`src/rtl/demux_1x4_4bit_buf.sv`:
```
// rtl/demux_1x4_4bit_buf.sv - buffered 1-to-4 demux with single-entry lane registers and per-lane counters

module demux_1x4_4bit_buf #(
  parameter int WIDTH = 4,
  parameter int CNT_W = 8
) (
  input  logic             clk,
  input  logic             rst,
  input  logic [WIDTH-1:0] in_data,
  input  logic             in_valid,
  output logic             in_ready,
  input  logic             s0,
  input  logic             s1,
  output logic [WIDTH-1:0] out0,
  output logic [WIDTH-1:0] out1,
  output logic [WIDTH-1:0] out2,
  output logic [WIDTH-1:0] out3,
  output logic             v0,
  output logic             v1,
  output logic             v2,
  output logic             v3,
  input  logic             ack0,
  input  logic             ack1,
  input  logic             ack2,
  input  logic             ack3,
  output logic [CNT_W-1:0] cnt0,
  output logic [CNT_W-1:0] cnt1,
  output logic [CNT_W-1:0] cnt2,
  output logic [CNT_W-1:0] cnt3
);

  typedef enum logic {EMPTY = 1'b0, FULL = 1'b1} lane_state_t;

  lane_state_t      state_q [4];
  lane_state_t      state_d [4];
  logic [WIDTH-1:0] data_q  [4];
  logic [CNT_W-1:0] cnt_q   [4];
  logic [3:0]       ack;
  logic [3:0]       valid;
  logic [3:0]       accept;
  logic [1:0]       sel;

  assign sel = {s1, s0};
  assign ack = {ack3, ack2, ack1, ack0};

  // per-lane state register; reset discards any held word
  always_ff @(posedge clk) begin
    for (int i = 0; i < 4; i++) begin
      if (rst) state_q[i] <= EMPTY;
      else     state_q[i] <= state_d[i];
    end
  end

  // next state: a fresh accept keeps or makes the lane FULL, otherwise an ack drains it
  always_comb begin
    for (int i = 0; i < 4; i++) begin
      state_d[i] = state_q[i];
      case (state_q[i])
        EMPTY:   if (accept[i]) state_d[i] = FULL;
        FULL:    if (!accept[i] && ack[i]) state_d[i] = EMPTY;
        default: state_d[i] = EMPTY;
      endcase
    end
  end

  // outputs: lane valids, ready for the selected lane, and one-hot accept strobes
  always_comb begin
    for (int i = 0; i < 4; i++) begin
      valid[i] = (state_q[i] == FULL);
    end
    // in_valid deliberately excluded so upstream can gate on ready without a loop
    in_ready = !valid[sel] || ack[sel];
    accept   = '0;
    for (int i = 0; i < 4; i++) begin
      accept[i] = in_valid && in_ready && (sel == 2'(i));
    end
  end

  // lane data and delivery counters update only on accept; data is kept after ack
  always_ff @(posedge clk) begin
    for (int i = 0; i < 4; i++) begin
      if (rst) begin
        data_q[i] <= '0;
        cnt_q[i]  <= '0;
      end else if (accept[i]) begin
        data_q[i] <= in_data;
        cnt_q[i]  <= cnt_q[i] + 1'b1;
      end
    end
  end

  assign out0 = data_q[0];
  assign out1 = data_q[1];
  assign out2 = data_q[2];
  assign out3 = data_q[3];
  assign v0   = valid[0];
  assign v1   = valid[1];
  assign v2   = valid[2];
  assign v3   = valid[3];
  assign cnt0 = cnt_q[0];
  assign cnt1 = cnt_q[1];
  assign cnt2 = cnt_q[2];
  assign cnt3 = cnt_q[3];

endmodule

```
`config.mk`:
```
export PLATFORM = sky130hd
export DESIGN_NAME = demux_1x4_4bit_buf
export DESIGN_NICKNAME = d
export VERILOG_FILES = /design/src/rtl/demux_1x4_4bit_buf.sv
export SDC_FILE = /design/constraint.sdc
export NUM_CORES = 1
export LEC_CHECK = 0
export ABC_AREA = 1
export ABC_CLOCK_PERIOD_IN_PS = 1500
export BUFFER_PORTS_ARGS = -buffer_cell sky130_fd_sc_hd__buf_2
export CORE_MARGIN = 4
export CORE_UTILIZATION = 48
export CTS_CLUSTER_SIZE = 28
export DETAILED_ROUTE_END_ITERATION = 16
export PLACE_DENSITY = 0.81
export SETUP_SLACK_MARGIN = 0.1
export SYNTH_ARGS = -nofsm -noshare
export SYNTH_HDL_FRONTEND = slang
export SYNTH_SLANG_ARGS = --single-unit
```
`constraint.sdc`:
```
create_clock -name clk -period 1.5 [get_ports clk]
set_input_delay 0.3 -clock clk [delete_from_list [all_inputs] [get_ports clk]]
set_output_delay 0.3 -clock clk [all_outputs]
set_load 0.05 [all_outputs]
```
==> results of run 1 <==
==> logic make-up (layout without fill, tap and decap cells) <==
kind of cell | count (synthesis) | count (layout)
flip-flops | 52 | 52
adder cells (fa/ha/maj) | 4 | 4
AND/OR/NAND/NOR | 120 | 126
XOR/XNOR | 23 | 23
buffers and inverters | 29 | 113
==> metal layers <==
layer / global-route usage / up-vias / wire length, um / part of all wire
met5: 0 / - / 0 / 0
met4: 0.0591 / 0 / 87 / 0.015
met3: 0.0373 / 7 / 280 / 0.049
met2: 0.270 / 48 / 2960 / 0.52
met1: 0.199 / 916 / 2400 / 0.42
li1: - / 942 / - / -
==> final timing paths <==
check              from          end  slack [ps]  cells past startpoint
max          state_q[3]     in_ready          40                      6
min                ack0   state_q[0]         250                      3
max reg2reg  state_q[3]  cnt_q[2][0]          80                      8
min reg2reg  state_q[2]   state_q[2]         510                      2
==> state kept, by name (all words and copies together) (netlist names) <==
| name | count |
|---|---|
| state_q | 4 |
| cnt_q | 32 |
| data_q | 16 |
==> cell usage after synthesis, types with 4 or more instances <==
cell type   n
inv_1      20
nand3b_1    4
nor2_2     17
ha_1        4
dfxtp_1     4
nand2_1    30
edfxtp_1   48
xor2_1     12
xnor2_1    11
nand3_1    17
nor2_1     38
nand4_4     4
==> cells in the final DEF, fill, tap and decap left out, types with 2 or more instances in the layout <==
cell type  count
buf_2         59
edfxtp_1      48
nor2_1        27
nor2_4        24
nand2_1       19
inv_1         19
xor2_1        10
xnor2_1       10
nand2_2        9
nand3_2        8
buf_4          8
nor2_2         7
nand4_4        6
nand3_1        5
nand2_4        5
nand2_8        5
clkbuf_8       5
clkbuf_4       5
nand3_4        4
nand3b_1       4
buf_12         4
buf_6          4
dfxtp_4        4
ha_2           3
bufinv_16      3
inv_2          2
xor2_2         2
buf_8          2
==> power breakdown <==
part	leakage [nW]	total (mW)	internal (mW)	switching, mW
registers	0.543	1.72	1.66	0.0649
clock network	0.0784	1.29	0.834	0.455
logic	0.899	0.701	0.194	0.507
==> what timing repair did <==
action | 4_1_cts | 5_1_grt
setup endpoints to repair | 3 | 100
buffers inserted | 5 | 7
resized for setup | 3 | 52
cloned | 0 | 7
pin swaps | 3 | 18
==> worst register-to-register path, stage by stage (launching register included) <==
cell     delay [ps]
dfxtp_4         360
nand2_2          70
nand2_2          50
nand2_2          70
nand2_4          70
nand2_8          70
buf_12          160
nand3_4         140
nand2_4         160
==> layout make-up <==
cell class                      instances  share of cell area
Clock inverter                          3              0.0237
Tap cell                               70              0.0230
Clock buffer                            5              0.0181
Inverter                               22              0.0224
Multi-Input combinational cell        153               0.358
Sequential cell                        52               0.404
Timing Repair Buffer                   83               0.151
==> metrics by stage <==
step,cells,power (mW)
after detailed placement,361,2.35
after floorplan,228,2.22
final,388,3.71
after global placement,361,2.34
after global routing,388,3.85
after CTS,374,3.65
==> results by group, run 1 <==
Worst hold path
  • Hold Path Class: input port to flop

Synth
  • Synth Area in Compound Gates: 0
  • Post-Syn Area: 2590 um2
  • Post-Synthesis Cells: between 200 and 250
  • Synth area leaders: edfxtp_1 56%, nor2_1 5.5%, nand2_1 4.3%
  • Post-synthesis mux area share: 0
  • Main combinational cell family by area after synthesis: simple AND/OR/NAND/NOR gates
  • Synth Register Bits: 52
  • Synth Area in Adders: 0.0193
  • Area leader, netlist: edfxtp_1
  • Average size of a mapped cell: approximately 11 um2
  • Netlist cell types: 22
  • Dominant synthesized flop cell: edfxtp_1
  • Post-Syn Nets: about 250
  • EDFF count, synth: 48
  • Synth warn: 0
  • Synth Area in XOR/XNOR: 0.0777
  • Async SR Flop Fraction: 0
  • Simple-gate area share of the yosys netlist: 0.251
  • Register area share after synthesis: 0.587
  • Yosys top cell area share: 0.556

Timing
  • Final Max Slew Viols: 0
  • Slew headroom: 0.664
  • Period utilization: 0.971
  • RSZ-0062 raised after global routing: true
  • Fin crit period: approximately 1500 ps
  • TNS Setup: 0 ps
  • Worst hold margin: roughly 250 ps
  • Final setup vio count: 0
  • Slew @ Worst Pin: 504 ps
  • Fmax: 687 MHz
  • Clk_skew: 5.37 ps
  • Final hold vios: 0
  • Setup WS post-layout: between 40 and 50 ps

Worst setup path
  • CP Data Required Time: 1200 ps
  • Delay-heaviest family, CP: flip-flops
  • Worst path most repeated cell: nand2_2
  • Largest stage delay, worst path: around 370 ps
  • CP max-delay cell: dfxtp_4
  • Worst Path Max Fanout: 2
  • CP cell instances: nand2_2 > nand2_2 > nand2_2 > nand2_4 > nand2_8 > buf_8
  • CP Buf/Inv Count: 1
  • CP arrival: 1160 ps
  • Nature of the critical path endpoint: output port
  • Nature of the critical path startpoint: flop
  • Crit Path Category: flop to output port

GRT
  • First-pass GRT wire length: around 8000 um
  • Antenna violations before repair: 0
  • Tot GR Track Use: 0.160
  • Vias in the first global route: 1,717
  • Largest net degree at the start of global routing: 17
  • Total grt overflow: 0

Drt
  • DRC violations left: 0
  • Post-DR wirelength/cell: 14.8 um
  • DR vias: 1,913
  • Routed Wire Length: 5730 um
  • Vias per cell: 4.93
  • Final ANT Viol Nets: 0
  • Pre-Repair DR Iteration Count: 4
  • Iter 0 DRT Violations: 73

Placed design
  • Place WS: -79.9 ps
  • PortBufs: 65
  • GPL Wtd Cong: 0.785
  • DPL Wire Length: 3550 um
  • Placed inst area: 3180 um2

Die
  • Core Area: 5170 um2
  • Rows: 26
  • Starting Density: 0.501
  • Die area: 6640 um2
  • Die Span X: 81.5 um
  • IO Count: 66
  • Die Ht: a little over 80 um

Layout
  • Area growth syn-to-layout: 46.6%
  • Final Util: 0.735
  • Share of layout cells above drive strength 1: 0.550
  • Fillcell total: around 340
  • Final Instance Area: 3800 um2
  • Multi-input logic area: between 1000 and 1500 um2
  • Antenna cells: 0
  • Sequential cell area: 1540 um2
  • # nets final: 334

Clock tree
  • CTS Buffer Depth: 2
  • Clock Latency Late Sink: 300 ps
  • Num CTS Buffers: 5
  • Clk sinks: 52
  • Clk root buf: clkbuf_8
  • Worst-path clk slew: 90 ps
  • CTS tree: yes
  • Hold-fix buffers, CTS: 0
  • Htree depth: 2

Pwr
  • P per Cell Area: between 900 and 1000 nW/um2
  • Cell leakage power: 1.52 nW
  • Peak supply drop: ~0.00067 V

Flow run
  • Maxcap violations: 0

Outcome
  • Run status: finished, final reports clean
No activity file was read; power rests on OpenSTA's default activity.
==> inputs of run 2 (changes only) <==
--- a/config.mk
+++ b/config.mk
@@ -5,15 +5,16 @@
 export SDC_FILE = /design/constraint.sdc
 export NUM_CORES = 1
 export LEC_CHECK = 0
-export ABC_AREA = 1
 export ABC_CLOCK_PERIOD_IN_PS = 1500
 export BUFFER_PORTS_ARGS = -buffer_cell sky130_fd_sc_hd__buf_2
 export CORE_MARGIN = 4
-export CORE_UTILIZATION = 48
+export CORE_UTILIZATION = 47
 export CTS_CLUSTER_SIZE = 28
 export DETAILED_ROUTE_END_ITERATION = 16
+export HOLD_SLACK_MARGIN = 0.12
 export PLACE_DENSITY = 0.81
 export SETUP_SLACK_MARGIN = 0.1
+export SLEW_MARGIN = 20
 export SYNTH_ARGS = -nofsm -noshare
 export SYNTH_HDL_FRONTEND = slang
 export SYNTH_SLANG_ARGS = --single-unit
==> results by group, run 2 <==
Pwr
  • Seq pwr share: 0.551 (was 0.464)
  • Peak supply drop: 0.000452 V (was 0.000670 V)
  • P per Cell Area: 983 nW/um2 (was 976 nW/um2)
  • Cell leakage power: 1.29 nW (was 1.52 nW)
  • Combinational share of power: 0.197 (was 0.189)
  • Sw Share: 0.297 (was 0.277)
  • Clock network fraction of total power: 0.252 (was 0.347)
  • Net Switching: 0.940 mW (was 1.03 mW)
  • Int Pwr: 2.22 mW (was 2.68 mW)

Synth
  • Synth Register Bits: 52 (unchanged)
  • Register area share after synthesis: 0.635 (was 0.587)
  • Netlist cell types: 29 (was 22)
  • Top post-synthesis cells by count: 48 x edfxtp_1, 35 x nor2_1, 16 x nand3_1, 16 x o21ai_0 (was 48 x edfxtp_1, 38 x nor2_1, 30 x nand2_1)
  • Count leader, synth: edfxtp_1 (unchanged)
  • Dominant synthesized flop cell: edfxtp_1 (unchanged)
  • Average size of a mapped cell: 11.9 um2 (was 11.4 um2)
  • Yosys top cell area share: 0.602 (was 0.556)
  • Post-Syn Nets: 219 (was 245)
  • Post-Synthesis Cells: 202 (was 228)
  • EDFF count, synth: 48 (unchanged)
  • Async SR Flop Fraction: 0 (unchanged)
  • Area leader, netlist: edfxtp_1 (unchanged)
  • Synth area leaders: edfxtp_1 60%, nor2_1 5.5%, dfxtp_1 3.3% (was edfxtp_1 56%, nor2_1 5.5%, nand2_1 4.3%)
  • Synth warn: 0 (unchanged)
  • Post-Syn Area: 2390 um2 (was 2590 um2)

Worst setup path
  • Nature of the critical path startpoint: flop (unchanged)
  • Nature of the critical path endpoint: output port (unchanged)
  • Crit Path Category: flop to output port (unchanged)
  • R2r setup slk: 160 ps (was 80 ps)
  • CP Data Required Time: 1200 ps (about the same)
  • Worst Path Max Fanout: 2 (unchanged)
  • CP arrival: 1410 ps (was 1160 ps)

Placed design
  • DPL Wire Length: 3580 um (was 3550 um)
  • PortBufs: 65 (unchanged)
  • GPL Wtd Cong: 0.801 (was 0.785)

Worst hold path
  • Hold Path Class: input port to flop (unchanged)

Layout
  • Most common cell after layout, fill and taps aside: buf_2 (unchanged)
  • Antenna cells: 0 (unchanged)
  • Leading registers by flop count: cnt_q x32, data_q x16, state_q x4 (unchanged)
  • Share of layout cells above drive strength 1: 0.426 (was 0.550)
  • Fillcell total: 385 (was 341)
  • Largest register FFs: 32 (unchanged)
  • Most frequent cells in the layout: 52 x buf_2, 48 x edfxtp_1, 35 x nor2_1 (was 59 x buf_2, 48 x edfxtp_1, 27 x nor2_1)
  • Area growth syn-to-layout: 34.3% (was 46.6%)
  • Final Util: 0.668 (was 0.735)
  • # nets final: 312 (was 334)
  • Largest Register: cnt_q (unchanged)

Flow run
  • Maxcap violations: 0 (unchanged)

Timing
  • Period utilization: 1.14 (was 0.971)
  • Setup WS post-layout: -212 ps (was 43.6 ps)
  • RSZ-0062 raised after global routing: true (unchanged)
  • Slew headroom: 0.796 (was 0.664)
  • Clk_skew: 1.22 ps (was 5.37 ps)
  • Slew @ Worst Pin: 306 ps (was 504 ps)
  • Fin crit period: 1710 ps (was 1460 ps)
  • TNS Setup: -212 ps (was 0 ps)
  • Final hold vios: 0 (unchanged)
  • Fmax: 584 MHz (was 687 MHz)
  • Final Max Slew Viols: 0 (unchanged)
  • Final setup vio count: 1 (was 0)

Die
  • Die Ht: 79.4 um (was 81.5 um)
  • Die Span X: 79.4 um (was 81.5 um)
  • IO Count: 66 (unchanged)
  • Core Area: 4820 um2 (was 5170 um2)
  • Rows: 25 (was 26)
  • Starting Density: 0.497 (was 0.501)
  • Die area: 6300 um2 (was 6640 um2)

GRT
  • Tot GR Track Use: 0.161 (was 0.160)
  • Vias in the first global route: 1,680 (was 1,717)
  • GR Layer Usage met1: 0.213 (was 0.199)
  • Largest net degree at the start of global routing: 15 (was 17)
  • GR Layer Usage met3: 0.0395 (was 0.0373)
  • GR Layer Usage met2: 0.260 (was 0.270)
  • First-pass GRT wire length: 7910 um (was 8040 um)
  • Antenna violations before repair: 0 (unchanged)
  • Total grt overflow: 0 (unchanged)
  • Gr busiest metal: met2 (unchanged)

Clock tree
  • Clk sinks: 52 (unchanged)
  • Clock Latency Late Sink: 300 ps (about the same)
  • CTS tree: yes (unchanged)
  • Htree depth: 2 (unchanged)
  • CTS Buffer Depth: 2 (unchanged)
  • Worst-path clk slew: 90 ps (about the same)
  • Hold-fix buffers, CTS: 0 (unchanged)
  • Clk root buf: clkbuf_8 (unchanged)
  • Num CTS Buffers: 5 (unchanged)

Outcome
  • Run status: finished with violations (was finished, final reports clean)
  • Failing checks: setup timing

Drt
  • DRC violations left: 0 (unchanged)
  • Pre-Repair DR Iteration Count: 4 (unchanged)
  • Iter 0 DRT Violations: 99 (was 73)
  • Routed Wire Length: 5260 um (was 5730 um)
  • DR vias: 1,881 (was 1,913)
  • Final ANT Viol Nets: 0 (unchanged)
  • Post-DR wirelength/cell: 14.5 um (was 14.8 um)
  • Vias per cell: 5.18 (was 4.93)
## run 2: cell count changes after synthesis, moves of 7 or more
cell	delta
o21ai_0	+16
or3_1	+12
nand2_1	-26
a21oi_1	+11
xnor2_1	-7
inv_1	-8
nor2_2	-17
## run 2: worst max-delay path, stage by stage (launching register included)
cell and delay, ps:
dfxtp_2 360, nand2b_4 60, mux4_2 510, buf_8 180
## run 2: worst paths after layout
check              startpoint     endpoint  cells past startpoint
hold / removal            rst   state_q[3]                      2
setup / recovery   state_q[2]     in_ready                      3
hold reg to reg    state_q[3]   state_q[3]                      3
setup reg to reg  cnt_q[1][3]  cnt_q[1][6]                      3
## run 2: cell type report
class,instances,area (um2),share of cell area
clock buffer,8,90.1,0.0280
sequential,52,1530,0.475
multi-input combinational,133,886,0.275
tap,67,83.8,0.0261
inverter,12,45.0,0.0140
timing repair buffer,91,586,0.182
## run 2: through the flow
| stage | hold slack [ps] | std cells | setup WS [ps] | area, um2 | power [mW] |
|---|---|---|---|---|---|
| final | 364 | 363 | -212 | 3220 | 3.16 |
| after global routing | 390 | 363 | -249 | 3220 | 3.28 |
| after CTS | 358 | 347 | -215 | 3070 | 3.13 |
| after detailed placement | 614 | 337 | -134 | 2930 | 2.35 |
| after global placement | 585 | 337 | -104 | 2930 | 2.34 |
| after floorplan | 541 | 202 | -54.3 | 2470 | 2.19 |
## run 2: per-layer routing
| metal | share of wire | wire [um] |
|---|---|---|
| met5 | 0 | 0 |
| met4 | 0.011 | 60 |
| met3 | 0.068 | 355 |
| met2 | 0.49 | 2550 |
| met1 | 0.44 | 2290 |
## run 2: cell families after synthesis
| family | count (synthesis) | share of synthesized area |
|---|---|---|
| DFF | 52 | 0.635 |
| and+or+nand+nor | 84 | 0.182 |
| muxes | 1 | 0.00940 |
| AOI/OAI and AO/OA | 32 | 0.0752 |
| adders and majority gates | 4 | 0.0209 |
| xor gates and xnor gates | 12 | 0.0439 |
| buffers and inverters | 17 | 0.0329 |
## run 2: repair_timing
item / CTS / global route
gates resized for setup: 11 / 13
pin swaps: 0 / 2
buffers inserted: 2 / 16
setup endpoints to repair: 17 / 14
## run 2: power groups by stage
stage | clock network, mW | logic [mW] | registers (mW)
after floorplan | 0 | 0.126 | 2.07
after CTS | 0.801 | 0.582 | 1.75
final | 0.798 | 0.622 | 1.74
after detailed placement | 0 | 0.570 | 1.78
after global placement | 0 | 0.564 | 1.78
after global routing | 0.869 | 0.658 | 1.75
